===== config.mk =====
export PLATFORM = sky130hd
export DESIGN_NAME = inst_fetch_seq
export DESIGN_NICKNAME = d
export VERILOG_FILES = /design/src/rtl/inst_fetch_seq.sv
export SDC_FILE = /design/constraint.sdc
export NUM_CORES = 1
export LEC_CHECK = 0
export ABC_AREA = 1
export BUFFER_PORTS_ARGS = -buffer_cell sky130_fd_sc_hd__buf_2
export CORE_MARGIN = 2
export CORE_UTILIZATION = 45
export CTS_BUF_LIST = sky130_fd_sc_hd__clkbuf_4 sky130_fd_sc_hd__clkbuf_8
export CTS_CLUSTER_DIAMETER = 60
export CTS_CLUSTER_SIZE = 14
export DETAILED_ROUTE_END_ITERATION = 16
export PLACE_DENSITY = 0.73
export SYNTH_ARGS = -nofsm -noshare
export SYNTH_HDL_FRONTEND = slang
export SYNTH_SLANG_ARGS = --single-unit

===== constraint.sdc =====
create_clock -name clk -period 3.66 [get_ports clk]
set_clock_uncertainty 0.1 [all_clocks]
set_input_delay 0.183 -clock clk [delete_from_list [all_inputs] [get_ports clk]]
set_output_delay 0.183 -clock clk [all_outputs]
set_load 0.02 [all_outputs]

===== src/rtl/inst_fetch_seq.sv =====
// Instruction-fetch sequencer: drives inst_mem, registers word+PC for decode.
// Optional perf counters enabled by defining INST_FETCH_PERF_EN.
module inst_fetch_seq #(
  parameter logic [31:0] RESET_PC = 32'h0000_0000,
  parameter logic [31:0] PC_INC   = 32'd1
) (
  input  logic        clk,
  input  logic        rst,
  input  logic        fetch_en,
  output logic [31:0] imem_addr,
  input  logic [31:0] imem_data,
  input  logic        redirect,
  input  logic [31:0] redirect_pc,
  output logic [31:0] inst,
  output logic [31:0] inst_pc,
  output logic        inst_valid,
  input  logic        dec_ready
`ifdef INST_FETCH_PERF_EN
  ,
  output logic [31:0] fetch_count,
  output logic [15:0] flush_count
`endif
);

  typedef enum logic [1:0] {
    IDLE,
    RUN,
    HOLD,
    DRAIN
  } state_t;

  state_t      state;
  state_t      state_n;
  logic [31:0] pc;
  logic [31:0] pc_n;
  logic [31:0] inst_n;
  logic [31:0] inst_pc_n;
  logic        valid_n;
  logic        capture;
  logic        accept;
  logic        slot_free;

  assign imem_addr = pc;
  assign accept    = inst_valid & dec_ready;
  assign slot_free = !inst_valid | dec_ready;

  always_ff @(posedge clk) begin
    if (rst) begin
      state      <= IDLE;
      pc         <= RESET_PC;
      inst       <= '0;
      inst_pc    <= '0;
      inst_valid <= 1'b0;
    end else begin
      state      <= state_n;
      pc         <= pc_n;
      inst       <= inst_n;
      inst_pc    <= inst_pc_n;
      inst_valid <= valid_n;
    end
  end

  always_comb begin
    state_n   = state;
    pc_n      = pc;
    inst_n    = inst;
    inst_pc_n = inst_pc;
    valid_n   = inst_valid;
    capture   = 1'b0;
    if (redirect) begin
      // Flush wins over any handshake in the same cycle
      pc_n    = redirect_pc;
      valid_n = 1'b0;
      state_n = fetch_en ? RUN : IDLE;
    end else begin
      unique case (state)
        IDLE: begin
          valid_n = 1'b0;
          if (fetch_en) state_n = RUN;
        end
        RUN: begin
          capture = slot_free & fetch_en;
          if (!capture && accept) valid_n = 1'b0;
          if (!fetch_en) begin
            state_n = DRAIN;
          end else if (inst_valid && !dec_ready) begin
            state_n = HOLD;
          end
        end
        HOLD: begin
          if (dec_ready) begin
            state_n = RUN;
            capture = fetch_en;
            if (!fetch_en) valid_n = 1'b0;
          end
        end
        DRAIN: begin
          if (accept) valid_n = 1'b0;
          if (fetch_en) begin
            state_n = RUN;
          end else if (!inst_valid || accept) begin
            state_n = IDLE;
          end
        end
        default: state_n = IDLE;
      endcase
      if (capture) begin
        inst_n    = imem_data;
        inst_pc_n = pc;
        valid_n   = 1'b1;
        pc_n      = pc + PC_INC;
      end
    end
  end

`ifdef INST_FETCH_PERF_EN
  always_ff @(posedge clk) begin
    if (rst) begin
      fetch_count <= '0;
      flush_count <= '0;
    end else begin
      if (capture) fetch_count <= fetch_count + 32'd1;
      if (redirect && inst_valid) flush_count <= flush_count + 16'd1;
    end
  end
`endif

endmodule


### Word-level counts from Yosys, hierarchy flattened

Cells that the tools add are included.

* output and inout bits: 97
* register bits: 99

* bitwise logic cells: 4
* reductions and logical operators: 12
* multiplexer cells: 20
* add/subtract/negate cells: 1
* eq/ne operators: 11

Operators by type and width (number)
* two-way mux 32 bit: 2
* adder 32 x 1 -> 32 bit (second input constant): 1
* != test 3 bit (second input constant): 6
* two-way mux 2 bit: 7
* two-way mux 1 bit: 8
* != test 4 bit (second input constant): 2
* one-hot mux 2 bit (4 select lines): 1
* AND reduction 4 bit: 2
* == test 2 bit (second input constant): 2
* one-hot mux 1 bit (4 select lines): 1
* logical NOT 1 bit: 3
* bitwise AND 1 bit: 2
* == test 2 x 1 -> 1 bit (second input constant): 1
* logical AND 1 bit: 2
* logical NOT 2 bit: 1
* one-hot mux 1 bit (2 select lines): 1
* AND reduction 2 bit: 1
* nonzero test 2 bit: 1
* OR reduction 2 bit: 1
* logical OR 1 bit: 1
* NOT 1 bit: 1
* bitwise OR 1 bit: 1

### Longest topological paths before layout

* depth in word-level cells: 8
* gate-level depth with buffers: 14
* mapped depth without buffers: 13

### Worst setup path after synthesis

OpenSTA, ideal clock, no wires.

* kind: reg2reg
* start: reg pc[0] (netlist: imem_addr[0])
* end: reg pc[22] (netlist: imem_addr[22])
* period minus slack after synthesis: 1.738 ns
* library setup time: 0.109 ns
* cell stages (with the launch flop): 11
* setup slack: 1.922 ns
* data arrival time: 1.529 ns
* cell sequence: dfxtp_1 -> ha_1 -> nand2_1 -> nor2_4 -> nand3_1 -> nor2_1 -> nand2_1 -> nand2_1 -> nand3b_1 -> nand2_1 -> inv_1

* longest elaborated chain between the ends: 3

RTL lines
* start, declared: line 34 `logic [31:0] pc;`
* start signal, assigned: line 56 `pc <= pc_n;`
* adder 32 x 1 -> 32 bit: line 111 `pc_n = pc + PC_INC;`
* two-way mux 32 bit: line 107 `if (capture) begin`
* two-way mux 32 bit: line 70 `if (redirect) begin`

Every way passes these cells. The select of a mux whose other input is x is not followed.
A chain may end at the register's enable or synchronous reset.

### Final worst setup path

* start: reg state[1]
* end: reg pc[13] (netlist: imem_addr[13])

* longest elaborated chain between the ends: 4

RTL lines
* start, declared: line 32 `state_t state;`
* start signal, assigned: line 55 `state <= state_n;`
* == test 2 bit or == test 2 x 1 -> 1 bit (tied branches): line 76 `unique case (state)`
* one-hot mux 1 bit (2 select lines) (*): line 76
* two-way mux 1 bit (*): line 70
* nonzero test 2 bit (no line) (*)

Mark *: on every way between the ends. The rest lies on a longest branch, timed or not. The select of a mux whose other input is x is not followed.

==> reports/summary.txt <==
status -> finished, final reports clean
CP max FO -> 15
Flop pwr share -> 52.8%
top cells by area in the synthesized netlist -> dfxtp_1 (41%), nand2_1 (18%), a21oi_1 (7.3%)
Crit-path slowest cell -> nand2_1
CP top delay family -> simple AND/OR/NAND/NOR gates
Worst Hold Launch -> redirect_pc[6]
clock sink count -> 99
VDD IR max -> 0.2439 mV
total track usage -> 23.61%
worst path buffer plus inverter count -> 3
Most common cell on crit path -> nand2_1
worst slack, placed -> 1.308 ns
Starting Density -> 45.71%
Int Pwr -> 1.532 mW
P_sw -> 0.6688 mW
CP cell instances -> inv_1 -> ha_1 -> nand2_1 -> inv_2 -> nand2_2 -> nand2_4 -> nand2_2 -> nand2_1 -> inv_1 -> nand2_1 -> nand2_1 -> a21oi_1 -> nor2_1
drt pass-1 iters -> 5
DR WL/cell -> 13.29 um
Fillers -> 1026
Cell Count, Final, Fillers Out -> 1060
syn avg cell area -> 6.680 um2
dpl cells -> 1008
HP Class -> in -> reg
DRC -> 0
Tmin final -> 2.387 ns
peak per-stage delay on the critical path -> 0.43 ns
Final TNS setup -> 0 ns
Worst setup EP type -> flip-flop
final net count -> 990
Synth-to-Final Area Change -> 29.45%
Sw Ratio -> 30.39%
Comb power frac -> 15.5%
first-pass GRT wire length -> 22180 um
I/O pins -> 166
Die Y -> 108.2 um
share of cells above drive strength 1 -> 22.61%
worst setup path startpoint -> state[1]
total power -> 2.201 mW
cts bufs inserted -> 9
Die ar. -> 0.01172 mm2
port bufs -> 165
number of max-cap violations -> 0
core footprint -> 0.01070 mm2
Setup WS post-layout -> 1.273 ns
PwrDens -> 347.7 mW/mm2
number of synthesized register bits -> 99
Least-Margin Pin Slew -> 0.8749 ns
Seq/Total Area, Yosys -> 40.53%
Post-Synthesis Cell Area -> 0.004890 mm2
Pleak -> 2.956 nW
Worst EP required -> 3.78 ns
TritonCTS clock tree -> built
Gate Count Post-Synth -> 732
Iter 0 DRT Violations -> 338
WS Path Type -> reg -> reg
register-to-register setup slack -> 1.27 ns
critical path launch point type -> flip-flop
Clock transition at path regs -> 0.10 ns
depth of the worst register-to-register path -> 13
unrepaired setup endpoints after global routing -> false
FMAX -> 418.9 MHz
vias per inst -> 4.925
ANT cells -> 0
FP Rows -> 38
Arr. time, crit path -> 2.51 ns
CP endpoint -> imem_addr[13]
gr ovfl total -> 0
Synth warnings -> 0
syn nets -> 807
Post-DRT Antenna Nets -> 0
Placer Congestion -> 0.8783
stages on the worst setup path -> 13
Clock power frac -> 31.7%
top cell type's share of synthesized area -> 40.53%
Clk Latency, worst-skew pair -> 0.36 ns
H-tree levels -> 3
synth unique cells -> 33
Final Max Tran Viols -> 0
hpwl dp -> 9444 um
Yosys top cell by area -> dfxtp_1
Critical R2R Capture -> imem_addr[13]
initial antenna violation count -> 0
Root Buffer -> clkbuf_8
count of final hold-check violations -> 0
Final setup viols -> 0
final WL -> 14090 um
Die Wd -> 108.2 um
RR Startpoint -> state[1]
Final Cycle Share -> 65.23%
routed vias -> 5221
vias in the first global route -> 4649
Rel. slew slack -> 41.61%
largest net degree at the start of global routing -> 75
clk buf depth -> 2
-- cell usage in the layout (no fill, tap or decap), types with 2 or more instances in the layout --
master / synthesis / final
buf_4: 0 / 3
nand3b_1: 8 / 8
clkbuf_8: 0 / 10
ha_1: 6 / 6
nor2_2: 12 / 12
buf_2: 19 / 165
inv_1: 77 / 77
o211a_1: 2 / 2
dfxtp_1: 99 / 99
nand2_1: 238 / 238
clkinv_4: 0 / 3
nor2_4: 3 / 3
a21oi_1: 71 / 71
a31oi_1: 3 / 3
nand3_1: 31 / 31
nor3_1: 3 / 3
nand2_2: 2 / 2
nand4_1: 4 / 4
inv_2: 3 / 3
dlygate4sd3_1: 0 / 36
xor2_1: 13 / 13
nor2_1: 74 / 74
a211oi_1: 8 / 8
o21ai_0: 32 / 32
-- what timing repair did --
item | in CTS | in global routing
buffers inserted | 0 | 0
hold endpoints to repair | 36 | 0
resized for setup | 0 | 0
hold buffers | 36 | 0
-- power by group through the flow --
stage               clock network (mW)  logic (mW)  registers, mW
finish                           0.699       0.341           1.16
global route                     0.758       0.376           1.17
CTS                              0.713       0.339           1.16
detailed placement                   0       0.309           1.18
global placement                     0       0.305           1.19
floorplan                            0       0.155           1.22
-- metrics by stage --
| step | area, um2 | hold WS, ns | utilization [%] |
|---|---|---|---|
| floorplan | 4890 | 0.2268 | - |
| global placement | 5771 | 0.3351 | 53.94 |
| detailed placement | 5771 | 0.3392 | 53.94 |
| CTS | 6330 | 0.01285 | 59.17 |
| global route | 6330 | 0.03828 | 59.17 |
| finish | 6330 | 0.02939 | 59.17 |
-- how the worst min path moves through the flow --
stage,endpoint,slack [ns],cells after the start
final,imem_addr[6],0.03,3
after global routing,imem_addr[2],0.04,3
after CTS,imem_addr[6],0.01,3
after detailed placement,inst[25],0.34,3
after global placement,inst[12],0.34,3
after floorplan,inst[10],0.23,2
-- area by class of cell --
type	instances	area, um2	share of cell area (%)
Multi-Input combinational cell	520	2445	38.62
Tap cell	140	175.2	2.767
Inverter	80	300.3	4.744
Timing Repair Buffer	205	1229	19.41
Clock buffer	10	137.6	2.174
Sequential cell	99	1982	31.31
Clock inverter	6	61.31	0.9686
-- flip-flops by register name, indices dropped and copies added, names as in the netlist --
register and count:
inst_pc 32, inst_valid 1, inst 32, state 2, imem_addr 32
-- cells in the mapped netlist, drive strengths merged --
| cell type | n |
|---|---|
| nor3 | 3 |
| a21boi | 1 |
| o21bai | 1 |
| xnor2 | 1 |
| a31oi | 3 |
| dfxtp | 99 |
| nand3b | 8 |
| xor2 | 13 |
| o21a | 1 |
| o211a | 2 |
| nand2 | 241 |
| buf | 22 |
| nand4 | 4 |
| nor2 | 89 |
| nand3 | 33 |
| o211ai | 1 |
| a22oi | 1 |
| inv | 80 |
| clkbuf | 11 |
| o21ai | 32 |
| a211oi | 8 |
| a21oi | 71 |
| ha | 6 |
| a41oi | 1 |
-- layer usage --
layer / vias up / part of all wire [%] / routed length (um) / global-route usage [%]
li1: 2665 / - / - / -
met1: 2344 / 47 / 6583 / 32.57
met2: 179 / 45 / 6372 / 37.33
met3: 33 / 4.9 / 693 / 3.376
met4: 0 / 3.1 / 439 / 9.249
met5: - / 0 / 0 / 0
-- tightest hold or removal path: stages --
cell and delay, ns:
buf_2 0.08, o21ai_0 0.08, a21oi_1 0.11
-- cell families after synthesis --
| family | synth area share (%) |
|---|---|
| AO/OA/AOI/OAI | 13.51 |
| flip-flops | 40.53 |
| XOR/XNOR | 2.508 |
| buffers and inverters | 9.468 |
| AND/OR/NAND/NOR | 32.45 |
| adder cells (fa/ha/maj) | 1.535 |
Note: power is estimated with default switching activity, not from simulation.
